$ cat config.mk
export PLATFORM = sky130hd
export DESIGN_NAME = dram_arbiter
export DESIGN_NICKNAME = d
export VERILOG_FILES = /design/src/rtl/dram_arbiter.sv
export SDC_FILE = /design/constraint.sdc
export NUM_CORES = 1
export LEC_CHECK = 0
export ABC_CLOCK_PERIOD_IN_PS = 2750
export BUFFER_PORTS_ARGS = -buffer_cell sky130_fd_sc_hd__buf_4
export CAP_MARGIN = 20
export CORE_AREA = 2 2 116 118
export CTS_BUF_LIST = sky130_fd_sc_hd__clkbuf_8 sky130_fd_sc_hd__clkbuf_16
export DETAILED_ROUTE_END_ITERATION = 8
export DIE_AREA = 0 0 118 120
export PLACE_DENSITY = 0.47
export SKIP_LAST_GASP = 1
export SLEW_MARGIN = 20
export SYNTH_ARGS = -nofsm -noshare
export SYNTH_HDL_FRONTEND = slang
export SYNTH_SLANG_ARGS = --single-unit
$ cat constraint.sdc
create_clock -name clk -period 2.75 [get_ports clk]
set_input_delay 0.1375 -clock clk [delete_from_list [all_inputs] [get_ports clk]]
set_output_delay 0.1375 -clock clk [all_outputs]
set_load 0.01 [all_outputs]
$ cat src/rtl/dram_arbiter.sv
// dram_arbiter: shares the single-port data memory between the arm core (port 0)
// and a secondary master (port 1). Single-beat reads/writes, req/gnt handshake,
// read data returned one cycle after grant.
// Optional build macro DRAM_ARB_RR_EN: round-robin on contention instead of
// fixed priority with the MAX_HOLD starvation guard.
module dram_arbiter #(
    parameter int ADDR_W   = 32,
    parameter int DATA_W   = 32,
    parameter int MAX_HOLD = 4
) (
    input  logic              clk,
    input  logic              reset,
    // port 0 (arm core)
    input  logic              m0_req,
    input  logic              m0_we,
    input  logic [ADDR_W-1:0] m0_addr,
    input  logic [DATA_W-1:0] m0_wdata,
    output logic              m0_gnt,
    output logic              m0_rvalid,
    output logic [DATA_W-1:0] m0_rdata,
    // port 1 (loader / DMA)
    input  logic              m1_req,
    input  logic              m1_we,
    input  logic [ADDR_W-1:0] m1_addr,
    input  logic [DATA_W-1:0] m1_wdata,
    output logic              m1_gnt,
    output logic              m1_rvalid,
    output logic [DATA_W-1:0] m1_rdata,
    // dram side
    output logic [ADDR_W-1:0] mem_addr,
    output logic [DATA_W-1:0] mem_wdata,
    output logic              mem_we,
    input  logic [DATA_W-1:0] mem_rdata
);

    // Last-granted-owner states
    localparam logic [1:0] IDLE = 2'd0;
    localparam logic [1:0] OWN0 = 2'd1;
    localparam logic [1:0] OWN1 = 2'd2;

    logic [1:0] state;
    logic [1:0] state_next;
    logic       grant0;
    logic       grant1;
    logic       rd_pend;
    logic       rd_owner;

`ifndef DRAM_ARB_RR_EN
    localparam int                HOLD_W   = $clog2(MAX_HOLD + 1);
    localparam logic [HOLD_W-1:0] HOLD_MAX = HOLD_W'(MAX_HOLD);

    logic [HOLD_W-1:0] hold_cnt;
`endif

    // Arbitration: at most one grant, only to a requesting port, none in reset
    always_comb begin
        grant0 = 1'b0;
        grant1 = 1'b0;
        if (!reset) begin
            if (m0_req && m1_req) begin
`ifdef DRAM_ARB_RR_EN
                grant1 = (state == OWN0);
`else
                grant1 = (hold_cnt == HOLD_MAX);
`endif
                grant0 = !grant1;
            end else begin
                grant0 = m0_req;
                grant1 = m1_req;
            end
        end
    end

    assign m0_gnt = grant0;
    assign m1_gnt = grant1;

    // Granted port drives the dram bus in its grant cycle; idle bus is all zero
    always_comb begin
        mem_addr  = '0;
        mem_wdata = '0;
        mem_we    = 1'b0;
        if (grant0) begin
            mem_addr  = m0_addr;
            mem_wdata = m0_wdata;
            mem_we    = m0_we;
        end else if (grant1) begin
            mem_addr  = m1_addr;
            mem_wdata = m1_wdata;
            mem_we    = m1_we;
        end
    end

    // Next owner state from this cycle's grant
    always_comb begin
        state_next = IDLE;
        if (grant0) begin
            state_next = OWN0;
        end else if (grant1) begin
            state_next = OWN1;
        end
    end

    // Owner state register
    always_ff @(posedge clk or posedge reset) begin
        if (reset) begin
            state <= IDLE;
        end else begin
            state <= state_next;
        end
    end

    // Pending read return: set by a read grant, consumed the following cycle
    always_ff @(posedge clk or posedge reset) begin
        if (reset) begin
            rd_pend <= 1'b0;
        end else begin
            rd_pend <= (grant0 && !m0_we) || (grant1 && !m1_we);
        end
    end

    // The owner state already records who was granted last cycle, so the read
    // owner is taken from it rather than kept in a second flop.
    assign rd_owner  = (state == OWN1);
    assign m0_rvalid = rd_pend && !rd_owner;
    assign m1_rvalid = rd_pend && rd_owner;
    assign m0_rdata  = mem_rdata;
    assign m1_rdata  = mem_rdata;

`ifndef DRAM_ARB_RR_EN
    // Consecutive port-0 grants while port 1 waits; saturates at MAX_HOLD
    always_ff @(posedge clk or posedge reset) begin
        if (reset) begin
            hold_cnt <= '0;
        end else if (grant1 || !m1_req) begin
            hold_cnt <= '0;
        end else if (grant0 && (hold_cnt != HOLD_MAX)) begin
            hold_cnt <= hold_cnt + 1'b1;
        end
    end
`endif

    a_single_grant: assert property (@(posedge clk) disable iff (reset) !(m0_gnt && m1_gnt));
    a_gnt_needs_req: assert property (@(posedge clk) disable iff (reset)
                                      (!m0_gnt || m0_req) && (!m1_gnt || m1_req));

endmodule

; ---- After elaboration in Yosys (flattened, before gate mapping)
; Index checks and enable logic that the tools add are counted.
[word_totals]
n_memories = 0
ram_bits = 0
regBits = 6
latchBits = 0
mem_bits_ro = 0
inputBits = 166
[op_classes]
bitwise = 0
mux = 14
n_eq_ne = 3
n_addsub = 1
n_reduce_logical = 14
n_div = 0
shifts = 0
order_cmp = 0
mul = 0
[op_table]
columns = operator, count
row1 = $mux 32, 4
row2 = $logic_and 1x1->1, 6
row3 = $mux 1, 6
row4 = $mux 3, 2
row5 = $logic_not 1->1, 5
row6 = $mux 2, 2
row7 = $add 3x1->3 const B, 1
row8 = $eq 3x3->1 const B, 1
row9 = $ne 3x3->1 const B, 1
row10 = $eq 2x2->1 const B, 1
row11 = $logic_or 1x1->1, 2
row12 = $reduce_bool 2->1, 1

; ---- Longest topological paths before layout
; Gate-level depths: netlist (run 1).
[logic_depth]
depth_word = 7
depth_mapped = 8
mapped_depth_nobuf = 5

; ---- Worst setup path before layout (run 1)
; No wires, ideal clock.
[synth_path]
kind = reg-to-output
startpoint = register hold_cnt[0]
endpoint = output mem_addr[0]
path_slack_ps = 1136
stages_incl_launch_ff = 8
path_buffers = 2
required_ps = 2612
arrival_time_ps = 1477
cell_sequence = dfrtp_1 -> inv_1 -> ha_1 -> a21boi_2 -> nor3b_2 -> buf_2 -> buf_4 -> a22o_1
[synth_via]
elab_chain_len = 5
elab_cells_between_ends = 8
[synth_rtl]
columns = element, line_no
row1 = "start, declared", 52  ; logic [HOLD_W-1:0] hold_cnt;
row2 = "start signal, assigned", 137  ; hold_cnt <= hold_cnt + 1'b1;
row3 = $eq 3x3->1 *, 64  ; grant1 = (hold_cnt == HOLD_MAX);
row4 = $mux 1 / $logic_not 1->1 (equally long branches), "60, 66"
row5 = $mux 1 (on tied branches), "59, 60"
row6 = $mux 32 / $mux 1 (equally long branches), "86, 59"
row7 = $mux 32 *, 82  ; if (grant0) begin
row8 = "end, declared", 30  ; output logic [ADDR_W-1:0] mem_addr,
; Every way passes the cells marked *; elsewhere a longest branch is shown, timed or not.

; ---- Final worst setup path (run 1)
[layout_path]
startpoint = register hold_cnt[0]
endpoint = output mem_addr[18]
; The elaborated chain is that of the path after synthesis.

==> results of run 1 <==
per-layer routing:
metal | vias up | GRT usage | share of wire
met2 | 135 | 0.1610 | 0.53
met5 | - | 0 | 0
met4 | 0 | 0.03991 | 0.036
met1 | 859 | 0.08230 | 0.32
met3 | 34 | 0.03184 | 0.12
li1 | 854 | - | -
critical path: stages (launching register included):
cell and delay, ns:
dfrtp_1 0.37, inv_1 0.08, ha_1 0.24, nand3_1 0.09, and2_2 0.43, buf_12 0.28
a22o_1 0.24, buf_4 0.14
synthesized netlist by cell type, types with 2 or more instances:
master	count
inv_1	6
a22o_1	66
buf_2	5
nor3b_1	2
buf_6	4
nand2_1	2
dfrtp_1	6
clkbuf_1	2
buf_4	67
ha_1	2
a21boi_0	4
nand3_1	3
state kept, by name (all words and copies together), names as in the netlist:
name	count
state	2
hold_cnt	3
rd_pend	1
cell families after synthesis:
kind of cell,Yosys count
flops,6
fa+ha+maj,2
simple gates,12
compound gates,72
buf+inv,85
through the flow:
step / utilization / instance area, sq um / total power [mW] / instances
floorplan: - / 1484 / 0.3228 / 177
global placement: 0.2063 / 2678 / 0.4775 / 479
detailed placement: 0.2063 / 2678 / 0.4801 / 479
CTS: 0.2128 / 2763 / 0.7249 / 483
global route: 0.2128 / 2763 / 0.7554 / 483
finish: 0.2128 / 2763 / 0.7117 / 483
layout by cell type (no fill, tap or decap):
master	synthesis	layout
buf_4	67	204
a22o_1	66	66
inv_1	6	6
dfrtp_1	6	6
a21boi_0	4	4
nand3_1	3	3
clkbuf_16	0	3
nor3b_1	2	2
nand2_1	2	2
ha_1	2	2
nor2b_1	1	1
nand3b_1	1	1
o21ai_0	1	1
and2_2	0	1
a21boi_2	1	1
nor3b_4	0	1
and3_1	1	1
dlygate4sd3_1	0	1
buf_12	0	1
power breakdown:
group / internal, mW / leakage, nW / switching (mW)
sequential: 0.0921 / 0.0808 / 0.00180
combinational: 0.242 / 1.33 / 0.140
clock: 0.187 / 0.0370 / 0.0492
worst max-delay path by stage:
| stage | from | endpoint | slack, ns | depth (start not counted) |
|---|---|---|---|---|
| after CTS | reset | mem_addr[18] | 0.47 | 7 |
| final | hold_cnt[0] | mem_addr[18] | 0.46 | 7 |
| after global routing | hold_cnt[0] | mem_addr[18] | 0.33 | 7 |
| after floorplan | hold_cnt[0] | mem_addr[0] | 1.14 | 7 |
| after detailed placement | hold_cnt[0] | mem_addr[18] | 0.73 | 7 |
| after global placement | hold_cnt[0] | mem_addr[18] | 0.78 | 7 |
layout make-up:
| cell class | count | area share |
|---|---|---|
| clock buffer | 3 | 0.02717 |
| tap | 176 | 0.07971 |
| multi-input combinational | 86 | 0.2654 |
| sequential | 6 | 0.05435 |
| timing repair buffer | 206 | 0.5652 |
| inverter | 6 | 0.008152 |
==> key figures, run 1 <==
Global route
  • Largest net degree at the start of global routing: just under 50
  • Gr ovfl total: 0
  • Vias in the first global route: 1807
  • Initial antenna violation count: 0
  • First-pass GRT wire length: 9.791 mm
  • Gr usage total: 0.08549

Synthesis
  • Seq cells post-synth: 6
  • Multiplexer share of the synthesized area: 0
  • Synth cell types: 20
  • Syn_nets: approximately 350
  • YS warnings: 0
  • Post-synth top area share: 0.3895
  • Synth top area cells: a22o_1 (39%), buf_4 (34%), dfrtp_1 (10%)
  • Ys async rst share: 1.000
  • Simple-gate share of the synthesized area: 0.05143
  • Post-synth EDFFs: 0
  • Synthesized area: 1484 sq um
  • Synth Area in Adders: 0.01686
  • Cell accounting for the most synthesized area: a22o_1
  • Post-Syn Instances: around 180
  • Mean area per synthesized cell: ~8.4 sq um
  • Register area share after synthesis: 0.1012
  • Post-synthesis compound-gate area fraction: 0.4207
  • Top_reg_cell synth: dfrtp_1
  • Synth Area in XOR/XNOR: 0
  • Largest family of logic cells by synthesized area: compound AO/OA/AOI/OAI gates

Power and ir drop
  • Worst IR Drop VDD: 0.0001549 V
  • Leakage Power: roughly 1.4 nW
  • Power Density: approximately 260 nW/um^2

Setup path
  • Worst Path Required: ~2.6 ns
  • Flop2flop setup slack: around 0.95 ns
  • CP endpoint kind: output port
  • Worst-path fanout max: 48
  • Setup CP Type: reg -> out
  • Startpoint class of the critical path: register
  • Worst reg-to-reg path cell count: 6
  • Reg2reg start: hold_cnt[0]
  • Arr. time, crit path: 2.16 ns
  • FF-to-FF End: rd_pend

Hold path
  • Hold_sp: m1_req
  • Hold depth: 2
  • Hold Path Class: in -> reg
  • Hold path endpoint: hold_cnt[2]

Timing
  • Final setup fails: 0
  • Slew Limit Fails: 0
  • Final period util: 0.8339
  • Setup_tns: 0 ns
  • RSZ-0062 raised after global routing: no
  • Fin crit period: 2.293 ns
  • Final Hold Fails: 0
  • F_max: between 0.4 and 0.5 GHz
  • Worst-Margin Slew: 0.4964 ns
  • Rel. slew slack: 0.6691
  • WHS: around 0.21 ns
  • Final worst slack: around 0.46 ns
  • Final Skew: around 0.001 ns

Routing
  • Vias per inst: ~4
  • Total wire length: 6.681 mm
  • Remaining antenna violation count after routing: 0
  • DR pass1 iterations: 4
  • Initial drt markers: between 70 and 80
  • Remaining DRCs: 0
  • Via count: 1882
  • Drt wl/cell: between 10 and 15 um

Clock network
  • Post-CTS sizing: 0
  • H-tree levels: 1
  • Worst skew pair latency: around 0.23 ns
  • CTS clk-pin slew, worst paths: 0.03 ns
  • Max Root-Sink Buffers: 2
  • Clock sink count: 6
  • CTS tree: built
  • # hold bufs at CTS: 1
  • Root Buffer: clkbuf_16
  • Post CTS Setup Buffer Count: 0
  • TritonCTS buffer count: 3

Die
  • Core ar.: 12980 sq um
  • Die area: 14160 sq um
  • Chip Width: ~120 um
  • Site Rows: 42
  • Die H: 120 um
  • Num ports: around 300
  • Initial Util: 0.1143

Cells and area
  • Footprint of the multi-input gates: about 730 sq um
  • Sequential standard cell area: roughly 150 sq um
  • NumNets Final: roughly 480
  • Ant. Diodes: 0
  • Area Growth Syn to Fin: 86.17%
  • # fillers: about 1400
  • Layout cells sized above 1: 0.6873

Job
  • Max_cap viols: 0

Placed design
  • Place WS: between 0.7 and 0.8 ns
  • RD Place Congestion: 0.7908
  • DPL Wire Length: about 5.5 mm
  • Port bufs: between 200 and 250

Outcome
  • Status: completed
Note: power is estimated with default switching activity, not from simulation.
==> run 2: changes to the inputs <==
- ABC_CLOCK_PERIOD_IN_PS: 2750 -> 2250
- CORE_AREA: 2 2 116 118 -> 2 2 117 119
- DIE_AREA: 0 0 118 120 -> 0 0 119 121
- PLACE_DENSITY: 0.47 -> 0.46
- clock period: 2.75 -> 2.25 ns (I/O delays scaled with it)
==> key figures, run 2 (same netlist as run 1, synthesis figures left out) <==
Outcome
  • Status: completed

Power and ir drop
  • Leakage Power: between 1 and 1.5 nW
  • Power Density: about 310 nW/um^2
  • Worst IR Drop VDD: 0.0002156 V

Routing
  • Initial drt markers: 42
  • Remaining antenna violation count after routing: 0
  • Total wire length: roughly 6.7 mm
  • Vias per inst: approximately 3.8
  • Drt wl/cell: roughly 14 um
  • Remaining DRCs: 0
  • DR pass1 iterations: 4
  • Via count: approximately 1800

Clock network
  • Root Buffer: clkbuf_16
  • TritonCTS buffer count: 3
  • H-tree levels: 1
  • CTS clk-pin slew, worst paths: approximately 0.04 ns
  • CTS tree: built
  • Max Root-Sink Buffers: 2
  • Worst skew pair latency: between 0.2 and 0.25 ns
  • Post-CTS sizing: 0
  • Post CTS Setup Buffer Count: 0
  • # hold bufs at CTS: 1
  • Clock sink count: 6

Setup path
  • FF-to-FF End: rd_pend
  • Flop2flop setup slack: 0.65 ns
  • Reg2reg start: hold_cnt[0]
  • Arr. time, crit path: 1.95 ns
  • Setup CP Type: reg -> out
  • Worst Path Required: around 2.1 ns
  • Worst reg-to-reg path cell count: 6
  • Startpoint class of the critical path: register
  • CP endpoint kind: output port
  • Worst-path fanout max: 34
  • CP startpoint: hold_cnt[0]
  • Critical Path Sink: mem_wdata[24]

Placed design
  • Place WS: between 0.4 and 0.5 ns
  • DPL Wire Length: approximately 5.7 mm
  • RD Place Congestion: roughly 0.73
  • Port bufs: between 200 and 250
  • Post-Place Cell Area: roughly 2700 sq um

Cells and area
  • NumNets Final: approximately 480
  • Most common cell after layout, fill and taps aside: buf_4
  • Sequential standard cell area: about 150 sq um
  • Ant. Diodes: 0
  • Most frequent cells in the layout: buf_4 (206), a22o_1 (66), inv_1 (6), dfrtp_1 (6), a21boi_0 (4)
  • Reg with most FFs: hold_cnt
  • Final instance area: 2758 sq um
  • # fillers: approximately 1400
  • Layout cells sized above 1: 0.6883
  • Footprint of the multi-input gates: around 730 sq um
  • Area Growth Syn to Fin: 85.83%
  • Largest register FFs: 3
  • Biggest regs: hold_cnt (3), state (2), rd_pend (1)

Hold path
  • Hold Path Class: in -> reg

Die
  • Site Rows: 42
  • Core ar.: ~13000 sq um
  • Initial Util: 0.1134
  • Num ports: around 300
  • Die H: roughly 120 um
  • Chip Width: roughly 120 um
  • Die area: 14400 sq um

Timing
  • Final setup fails: 0
  • Final worst slack: ~0.19 ns
  • Final period util: 0.9160
  • Final Skew: about 0.0024 ns
  • WHS: 0.1814 ns
  • Worst-Margin Slew: ~0.45 ns
  • Final Hold Fails: 0
  • Rel. slew slack: 0.7028
  • Setup_tns: 0 ns
  • F_max: roughly 0.49 GHz
  • Fin crit period: between 2 and 2.5 ns
  • RSZ-0062 raised after global routing: no
  • Slew Limit Fails: 0

Global route
  • Vias in the first global route: around 1800
  • Gr usage total: 0.08161
  • Initial antenna violation count: 0
  • First-pass GRT wire length: 9.335 mm
  • Largest net degree at the start of global routing: 43
  • Gr ovfl total: 0

Job
  • Max_cap viols: 0
[run 2: critical path, stage by stage, from the launching register on]
cell and delay (ns):
dfrtp_1 0.38, inv_1 0.08, ha_1 0.20, a21boi_2 0.11, nor3b_4 0.20, buf_4 0.36
a22o_1 0.24, buf_4 0.13
[run 2: area by class of cell]
cell class / instances / share of cell area
inverter: 6 / 0.008167
clock buffer: 3 / 0.02722
tap: 176 / 0.07985
multi-input combinational: 86 / 0.2659
sequential: 6 / 0.05445
timing repair buffer: 207 / 0.5644
[run 2: per-layer routing]
| layer | routed length, um | up-vias | track usage |
|---|---|---|---|
| li1 | - | 858 | - |
| met4 | 206 | 0 | 0.03125 |
| met2 | 3272 | 150 | 0.1419 |
| met3 | 874 | 25 | 0.03242 |
| met1 | 2327 | 799 | 0.08922 |
| met5 | 0 | - | 0 |
[run 2: report_power, final]
| part | internal, mW | total [mW] | leakage, nW | switching (mW) |
|---|---|---|---|---|
| Clock | 0.228 | 0.290 | 0.0370 | 0.0621 |
| Combinational | 0.294 | 0.463 | 1.33 | 0.169 |
| Sequential | 0.113 | 0.115 | 0.0808 | 0.00194 |
| Total | 0.635 | 0.868 | 1.45 | 0.233 |
[run 2: stage by stage]
| stage | std cells | power, mW | utilization |
|---|---|---|---|
| after floorplan | 177 | 0.3945 | - |
| after global placement | 480 | 0.5821 | 0.2042 |
| after detailed placement | 480 | 0.5819 | 0.2042 |
| after CTS | 484 | 0.8834 | 0.2107 |
| after global routing | 484 | 0.9160 | 0.2107 |
| final | 484 | 0.8681 | 0.2107 |
[run 2: how the worst min path moves through the flow]
stage	from	to	slack, ns	cells past startpoint
final	m1_req	hold_cnt[2]	0.18	2
after global placement	reset	hold_cnt[1]	0.12	2
after CTS	m1_req	hold_cnt[2]	0.17	2
after floorplan	reset	hold_cnt[0]	-0.08	1
after detailed placement	reset	hold_cnt[1]	0.13	2
after global routing	m1_req	hold_cnt[1]	0.18	2
